$ cat src/rtl/rom_sched_pkg.sv
// Shared types and default ROM region bases for the ROM fetch scheduler.
// Latency: n/a (types and constants only).
// Backpressure: n/a.
package rom_sched_pkg;

    typedef enum logic [1:0] {
        IDLE       = 2'd0,
        WAIT       = 2'd1,
        SP_HI_WAIT = 2'd2
    } state_t;

    // What the outstanding transfer is for; selects where read data lands.
    typedef enum logic [1:0] {
        K_WR   = 2'd0,
        K_SP   = 2'd1,
        K_CPU1 = 2'd2,
        K_CPU2 = 2'd3
    } kind_t;

    localparam logic [22:0] DEF_CPU1_BASE = 23'h000000;
    localparam logic [22:0] DEF_CPU2_BASE = 23'h004000;
    localparam logic [22:0] DEF_SP_BASE   = 23'h008000;

    // Byte-lane enables for a byte write into a 16-bit word: odd byte -> upper lane.
    function automatic logic [1:0] byte_lanes(input logic a0);
        return {a0, ~a0};
    endfunction

endpackage

$ cat src/rtl/dl_write_slot.sv
// One-entry holding slot for download bytes, with sticky overrun flag.
// Latency: byte visible on pend_* one clk_mem after the dl_wr rising edge.
// Backpressure: none upstream; a byte arriving while the slot is full and not being drained is dropped and flagged.
//
// Ports: dl_active/dl_wr/dl_addr/dl_data - download strobe interface;
//        take - scheduler consumes the slot this cycle;
//        pend_vld/pend_addr/pend_data - slot contents; dl_overrun - sticky until reset.
module dl_write_slot (
    input  logic        clk_mem,
    input  logic        reset_n,
    input  logic        dl_active,
    input  logic        dl_wr,
    input  logic [24:0] dl_addr,
    input  logic [7:0]  dl_data,
    input  logic        take,
    output logic        pend_vld,
    output logic [23:0] pend_addr,
    output logic [7:0]  pend_data,
    output logic        dl_overrun
);

    logic dl_wr_d;
    logic wr_edge;
    logic unused_addr_msb;

    // The sdram word space only spans 24 byte-address bits.
    assign unused_addr_msb = dl_addr[24];

    assign wr_edge = dl_active & dl_wr & ~dl_wr_d;

    always_ff @(posedge clk_mem or negedge reset_n) begin
        if (!reset_n) begin
            dl_wr_d    <= 1'b0;
            pend_vld   <= 1'b0;
            pend_addr  <= '0;
            pend_data  <= '0;
            dl_overrun <= 1'b0;
        end else begin
            dl_wr_d <= dl_wr;
            // A slot being drained this cycle can accept a new byte in the same cycle.
            if (wr_edge && (!pend_vld || take)) begin
                pend_vld  <= 1'b1;
                pend_addr <= dl_addr[23:0];
                pend_data <= dl_data;
            end else if (take) begin
                pend_vld <= 1'b0;
            end
            if (wr_edge && pend_vld && !take) begin
                dl_overrun <= 1'b1;
            end
        end
    end

endmodule

$ cat src/rtl/rom_fetch_sched.sv
// Arbitrates download writes and three cached ROM readers onto one toggle-handshake memory port.
// Latency: grant one clk_mem after a request appears in IDLE; cpu1_q/cpu2_q update one clk after ack seen, sp_q on ack of the high half.
// Backpressure: one transfer outstanding; new requests wait in IDLE, download bytes beyond the one-entry slot are dropped.
//
// Ports: clk_mem/reset_n; dl_* download writes; cpu1_addr->cpu1_q, cpu2_addr/cpu2_vma->cpu2_q,
//        sp_addr->sp_q (32-bit, two reads); mem_* toggle req/ack memory port; busy, dl_overrun status.
module rom_fetch_sched
    import rom_sched_pkg::*;
#(
    parameter logic [22:0] CPU1_BASE = DEF_CPU1_BASE,
    parameter logic [22:0] CPU2_BASE = DEF_CPU2_BASE,
    parameter logic [22:0] SP_BASE   = DEF_SP_BASE
) (
    input  logic        clk_mem,
    input  logic        reset_n,
    input  logic        dl_active,
    input  logic        dl_wr,
    input  logic [24:0] dl_addr,
    input  logic [7:0]  dl_data,
    input  logic [14:0] cpu1_addr,
    output logic [15:0] cpu1_q,
    input  logic [12:0] cpu2_addr,
    input  logic        cpu2_vma,
    output logic [15:0] cpu2_q,
    input  logic [14:0] sp_addr,
    output logic [31:0] sp_q,
    output logic        mem_req,
    input  logic        mem_ack,
    output logic        mem_we,
    output logic [22:0] mem_a,
    output logic [1:0]  mem_ds,
    output logic [15:0] mem_d,
    input  logic [15:0] mem_q,
    output logic        busy,
    output logic        dl_overrun
);

    state_t      state, state_nxt;
    kind_t       cur_kind, iss_kind;

    logic        pend_vld;
    logic [23:0] pend_addr;
    logic [7:0]  pend_data;
    logic        take;

    logic        issue;
    logic        iss_we;
    logic [22:0] iss_a;
    logic [1:0]  iss_ds;
    logic [15:0] iss_d;
    logic        cap_ld, sp_lo_ld, sp_ld;

    logic [14:0] cpu1_tag;
    logic        cpu1_tag_vld;
    logic [12:0] cpu2_addr_r;
    logic [12:0] cpu2_tag;
    logic        cpu2_tag_vld;
    logic [14:0] sp_tag;
    logic        sp_tag_vld;
    logic [15:0] sp_lo;
    logic        cap_vld, cap_cpu1;
    logic [15:0] cap_dat;
    logic        dl_active_d;

    logic        done;
    logic        dl_fall;
    logic        cpu1_req, cpu2_req, sp_req;

    dl_write_slot u_slot (
        .clk_mem    (clk_mem),
        .reset_n    (reset_n),
        .dl_active  (dl_active),
        .dl_wr      (dl_wr),
        .dl_addr    (dl_addr),
        .dl_data    (dl_data),
        .take       (take),
        .pend_vld   (pend_vld),
        .pend_addr  (pend_addr),
        .pend_data  (pend_data),
        .dl_overrun (dl_overrun)
    );

    assign done     = (mem_ack == mem_req);
    assign dl_fall  = dl_active_d & ~dl_active;
    assign busy     = (state != IDLE);

    assign cpu1_req = !cpu1_tag_vld || (cpu1_addr != cpu1_tag);
    assign cpu2_req = !cpu2_tag_vld || (cpu2_addr_r != cpu2_tag);
    assign sp_req   = !sp_tag_vld   || (sp_addr != sp_tag);

    always_ff @(posedge clk_mem or negedge reset_n) begin
        if (!reset_n) begin
            state <= IDLE;
        end else begin
            state <= state_nxt;
        end
    end

    always_comb begin
        state_nxt = state;
        issue     = 1'b0;
        take      = 1'b0;
        iss_kind  = cur_kind;
        iss_we    = 1'b0;
        iss_a     = '0;
        iss_ds    = 2'b11;
        iss_d     = '0;
        cap_ld    = 1'b0;
        sp_lo_ld  = 1'b0;
        sp_ld     = 1'b0;
        case (state)
            IDLE: begin
                if (pend_vld) begin
                    issue     = 1'b1;
                    take      = 1'b1;
                    iss_kind  = K_WR;
                    iss_we    = 1'b1;
                    iss_a     = pend_addr[23:1];
                    iss_ds    = byte_lanes(pend_addr[0]);
                    iss_d     = {pend_data, pend_data};
                    state_nxt = WAIT;
                end else if (!dl_active && sp_req) begin
                    issue     = 1'b1;
                    iss_kind  = K_SP;
                    iss_a     = SP_BASE + 23'({sp_addr, 1'b0});
                    state_nxt = WAIT;
                end else if (!dl_active && cpu1_req) begin
                    issue     = 1'b1;
                    iss_kind  = K_CPU1;
                    iss_a     = CPU1_BASE + 23'(cpu1_addr);
                    state_nxt = WAIT;
                end else if (!dl_active && cpu2_req) begin
                    issue     = 1'b1;
                    iss_kind  = K_CPU2;
                    iss_a     = CPU2_BASE + 23'(cpu2_addr_r);
                    state_nxt = WAIT;
                end
            end
            WAIT: begin
                if (done) begin
                    if (cur_kind == K_SP) begin
                        // High half uses the pair's tagged address, not the live sp_addr.
                        sp_lo_ld  = 1'b1;
                        issue     = 1'b1;
                        iss_kind  = K_SP;
                        iss_a     = SP_BASE + 23'({sp_tag, 1'b1});
                        state_nxt = SP_HI_WAIT;
                    end else begin
                        cap_ld    = (cur_kind == K_CPU1) || (cur_kind == K_CPU2);
                        state_nxt = IDLE;
                    end
                end
            end
            SP_HI_WAIT: begin
                if (done) begin
                    sp_ld     = 1'b1;
                    state_nxt = IDLE;
                end
            end
            default: state_nxt = IDLE;
        endcase
    end

    always_ff @(posedge clk_mem or negedge reset_n) begin
        if (!reset_n) begin
            mem_req      <= 1'b0;
            mem_we       <= 1'b0;
            mem_a        <= '0;
            mem_ds       <= '0;
            mem_d        <= '0;
            cur_kind     <= K_WR;
            cpu1_tag     <= '0;
            cpu1_tag_vld <= 1'b0;
            cpu2_addr_r  <= '0;
            cpu2_tag     <= '0;
            cpu2_tag_vld <= 1'b0;
            sp_tag       <= '0;
            sp_tag_vld   <= 1'b0;
            sp_lo        <= '0;
            sp_q         <= '0;
            cap_vld      <= 1'b0;
            cap_cpu1     <= 1'b0;
            cap_dat      <= '0;
            cpu1_q       <= '0;
            cpu2_q       <= '0;
            dl_active_d  <= 1'b0;
        end else begin
            dl_active_d <= dl_active;
            if (cpu2_vma) begin
                cpu2_addr_r <= cpu2_addr;
            end
            // End of download: ROM contents changed under the caches.
            if (dl_fall) begin
                cpu1_tag_vld <= 1'b0;
                cpu2_tag_vld <= 1'b0;
                sp_tag_vld   <= 1'b0;
            end
            if (issue) begin
                mem_req  <= ~mem_req;
                mem_we   <= iss_we;
                mem_a    <= iss_a;
                mem_ds   <= iss_ds;
                mem_d    <= iss_d;
                cur_kind <= iss_kind;
                // A read granted in the same cycle as the download ends already sees new ROM, so its tag stands.
                if (state == IDLE) begin
                    case (iss_kind)
                        K_SP: begin
                            sp_tag     <= sp_addr;
                            sp_tag_vld <= 1'b1;
                        end
                        K_CPU1: begin
                            cpu1_tag     <= cpu1_addr;
                            cpu1_tag_vld <= 1'b1;
                        end
                        K_CPU2: begin
                            cpu2_tag     <= cpu2_addr_r;
                            cpu2_tag_vld <= 1'b1;
                        end
                        default: ;
                    endcase
                end
            end
            if (sp_lo_ld) begin
                sp_lo <= mem_q;
            end
            if (sp_ld) begin
                sp_q <= {mem_q, sp_lo};
            end
            cap_vld <= cap_ld;
            if (cap_ld) begin
                cap_dat  <= mem_q;
                cap_cpu1 <= (cur_kind == K_CPU1);
            end
            if (cap_vld) begin
                if (cap_cpu1) begin
                    cpu1_q <= cap_dat;
                end else begin
                    cpu2_q <= cap_dat;
                end
            end
        end
    end

endmodule

$ cat config.mk
export PLATFORM = sky130hd
export DESIGN_NAME = rom_fetch_sched
export DESIGN_NICKNAME = d
export VERILOG_FILES = /design/src/rtl/rom_sched_pkg.sv /design/src/rtl/dl_write_slot.sv /design/src/rtl/rom_fetch_sched.sv
export SDC_FILE = /design/constraint.sdc
export NUM_CORES = 1
export LEC_CHECK = 0
export ABC_CLOCK_PERIOD_IN_PS = 3800
export BUFFER_PORTS_ARGS = -buffer_cell sky130_fd_sc_hd__buf_2
export CORE_ASPECT_RATIO = 0.6
export CORE_UTILIZATION = 59
export DETAILED_ROUTE_END_ITERATION = 6
export HOLD_SLACK_MARGIN = 0.08
export PLACE_DENSITY = 0.85
export RECOVER_POWER = 25
export SETUP_SLACK_MARGIN = 0.2
export SLEW_MARGIN = 0
export SYNTH_ARGS = -nofsm -noshare
export SYNTH_HDL_FRONTEND = slang
export SYNTH_HIERARCHICAL = 1
export SYNTH_SLANG_ARGS = --single-unit
export TNS_END_PERCENT = 5
$ cat constraint.sdc
create_clock -name clk_mem -period 3.8 [get_ports clk_mem]
set_input_delay 0.76 -clock clk_mem [delete_from_list [all_inputs] [get_ports clk_mem]]
set_output_delay 0.76 -clock clk_mem [all_outputs]
set_load 0.02 [all_outputs]
==> metrics <==
status finished with violations; failing checks max-capacitance violations, max-slew violations; Warnings, synthesis 6; area delta synth->final 18.4%; total power 8630 uW; Synth area leader dfrtp_1; final hold violation count 0; Worst VDD drop 482 uV; hold buffers post-CTS 0; Leakage 0.00618 uW; grt total ovfl 0; htree depth 1; Die Footprint 0.0179 mm2; Worst-Skew Late Latency 0.50 ns; Critical Path Stages 7; Cells after Synth 780; Placed Cells 1182; first-pass GRT wire length 40.1 mm; worst slew pin tran 2.47 ns; synthesis-stage register bit count 232; First-pass DRT Iterations 5; fmax 0.358 GHz; EDFF count, synth 0; Sinks on Clock Net 232; worst-path fanout max 18; design area 0.0121 mm2; WS Path Type reg2reg; Post-synth ARST share 100%; worst r2r dst mem_a[0]; CTS resizes 0; setup_tns 0 ns; setup slack, reg-to-reg 1.01 ns; DR vias/cell 5.80; Hold Crit Start dl_wr; DR DRC count 0; Final WS setup 1.01 ns; vias in the first global route 6971; DP Area 0.0114 mm2; Worst-path clk slew 0.07 ns; worst rel slew slack -64.6%; CP top delay family simple AND/OR/NAND/NOR gates; Max Cap Viol 1; RSZ-0062 raised after global routing no; Final Net Count 1075; crit share post-route 73.4%; share of layout cells above drive strength 1 42.8%; DRT iter0 DRCs 671; area of the mapped netlist 0.0102 mm2; total core area 0.0166 mm2; Worst Reg-to-Reg Cells 7; ANT nets after route 0; Main synth FF type dfrtp_1; vias after detailed routing 7073; distinct cell type count after synthesis 62; root buffer cell clkbuf_16; commonest cells in the netlist dfrtp_1 (232), nand2_1 (126), mux2_2 (103); Min-Delay Endpoint u_slot/dl_wr_d; Setup crit end kind flip-flop; initial cell density of the core 61.6%; Setup Skew 0.0133 ns; CP bufs+invs 1; post-synthesis sequential area ratio 56.8%; CTS Buf Count 21; Mapped Avg Cell Area 13.1 um2; Port Buf Inserts 205; Die X 172 um; synth top area cells dfrtp_1 (57%), mux2_2 (11%), mux2_4 (7.2%); WHS Path Cells 1; worst hold path type in2reg; pwr dens 713 mW/mm2; crit path DAT 3.19 ns; die height 104 um; Filler cells 1172; pre-CTS WS 0.605 ns; GP Congestion 0.906; total wire length 25.4 mm; crit start category flip-flop; Total GRT Usage 29.4%; Final Setup Violations 0; WP data required 4.20 ns; DP HPWL 18.0 mm; drt wl/cell 20.8 um; post-route insts no fill 1219; Synth Net Count 878; worst r2r src cpu1_tag[4]; initial antenna violation count 2; IO Count 207; most common cell in the netlist dfrtp_1; CTS tree done; total setup buffers inserted after CTS 0; Yosys top cell area share 56.8%; worst setup path start cpu1_tag[4]; largest net degree at the start of global routing 98; Largest stage delay, worst path 0.80 ns; highest-delay cell along the critical path nor4_2; Row Count 36; minimum clock period 2.79 ns; CP Cell Sequence xnor2_1, nand4_1, nor4_2, buf_4, nand3_1, a211o_1, a31oi_1; CTS Buffer Depth 3; final slew viol count 96
[layout make-up]
class / instances / area [um2] / area share, %
Clock buffer: 28 / 592 / 4.89
Timing Repair Buffer: 218 / 1160 / 9.57
Tap cell: 228 / 285 / 2.36
Antenna cell: 1 / 2.50 / 0.0207
Inverter: 17 / 63.8 / 0.528
Multi-Input combinational cell: 487 / 4070 / 33.7
Clock inverter: 8 / 115 / 0.952
Sequential cell: 232 / 5810 / 48.0
[cell families after synthesis]
kind of cell / count (synthesis) / synth area share [%]
mux: 152 / 18.6
flops: 232 / 56.8
compound gates: 97 / 7.69
buf+inv: 61 / 3.44
xor+xnor: 46 / 3.94
simple gates: 192 / 9.54
[how the worst max path moves through the flow]
stage / to
floorplan: cpu2_tag[10]
global placement: mem_a[14]
detailed placement: mem_a[0]
CTS: mem_a[0]
global route: mem_a[0]
finish: mem_a[0]
[cell usage in the layout, fill, tap and decap left out, types with 3 or more instances in the layout]
master / n
nand2b_1: 3
o221ai_1: 5
a21o_1: 4
and3_1: 12
o22ai_1: 24
xnor2_1: 34
nand2_1: 126
nor4b_1: 3
buf_2: 201
a22oi_1: 12
nor2_1: 6
o221ai_2: 7
nand4_1: 12
buf_4: 10
bufinv_16: 3
a22o_1: 15
clkbuf_1: 6
mux2_2: 103
clkbuf_8: 4
a211oi_1: 3
clkinv_2: 5
inv_1: 15
dfrtp_1: 232
nand3_1: 3
buf_12: 3
xor2_1: 12
mux2_4: 49
and2_1: 4
clkbuf_16: 21
o21ai_0: 6
[sequential cells by signal (all words and copies together), names as in the netlist, 2 cells and up]
signal            cells
sp_q                 32
state                 2
u_slot/pend_addr     24
u_slot/pend_data      8
cpu1_q               16
sp_lo                16
mem_a                23
cpu2_addr_r          13
cpu1_tag             15
mem_ds                2
cap_dat              16
cpu2_q               16
sp_tag               15
mem_d                 8
cur_kind              2
cpu2_tag             13
[layer usage]
layer | routed length (um) | track usage [%] | share of wire [%] | vias up
li1 | - | - | - | 3154
met1 | 12100 | 47.2 | 48 | 3583
met2 | 10700 | 40.2 | 42 | 306
met3 | 2190 | 7.00 | 8.6 | 28
met4 | 373 | 6.01 | 1.5 | 2
met5 | 15 | 0 | 0.059 | -
[power by group]
part	leakage [uW]	switching (uW)	internal (uW)
sequential	0.00299	479	3150
clock	0.000353	915	1300
combinational	0.00284	1540	1250
total	0.00618	2930	5690
[stage by stage]
stage          hold slack, ns  utilization, %
6_report                0.464            72.9
3_3_place_gp            0.454            68.8
3_5_place_dp            0.460            68.8
2_1_floorplan           0.442               -
4_1_cts                 0.324            73.0
5_1_grt                 0.454            72.9
[worst reg2reg max path, cell delays in order, from the launching register on]
cell	delay (ns)
dfrtp_1	0.40
xnor2_1	0.31
nand4_1	0.21
nor4_2	0.80
buf_4	0.34
nand3_1	0.11
a211o_1	0.34
a31oi_1	0.19
No activity file was read; power rests on OpenSTA's default activity.
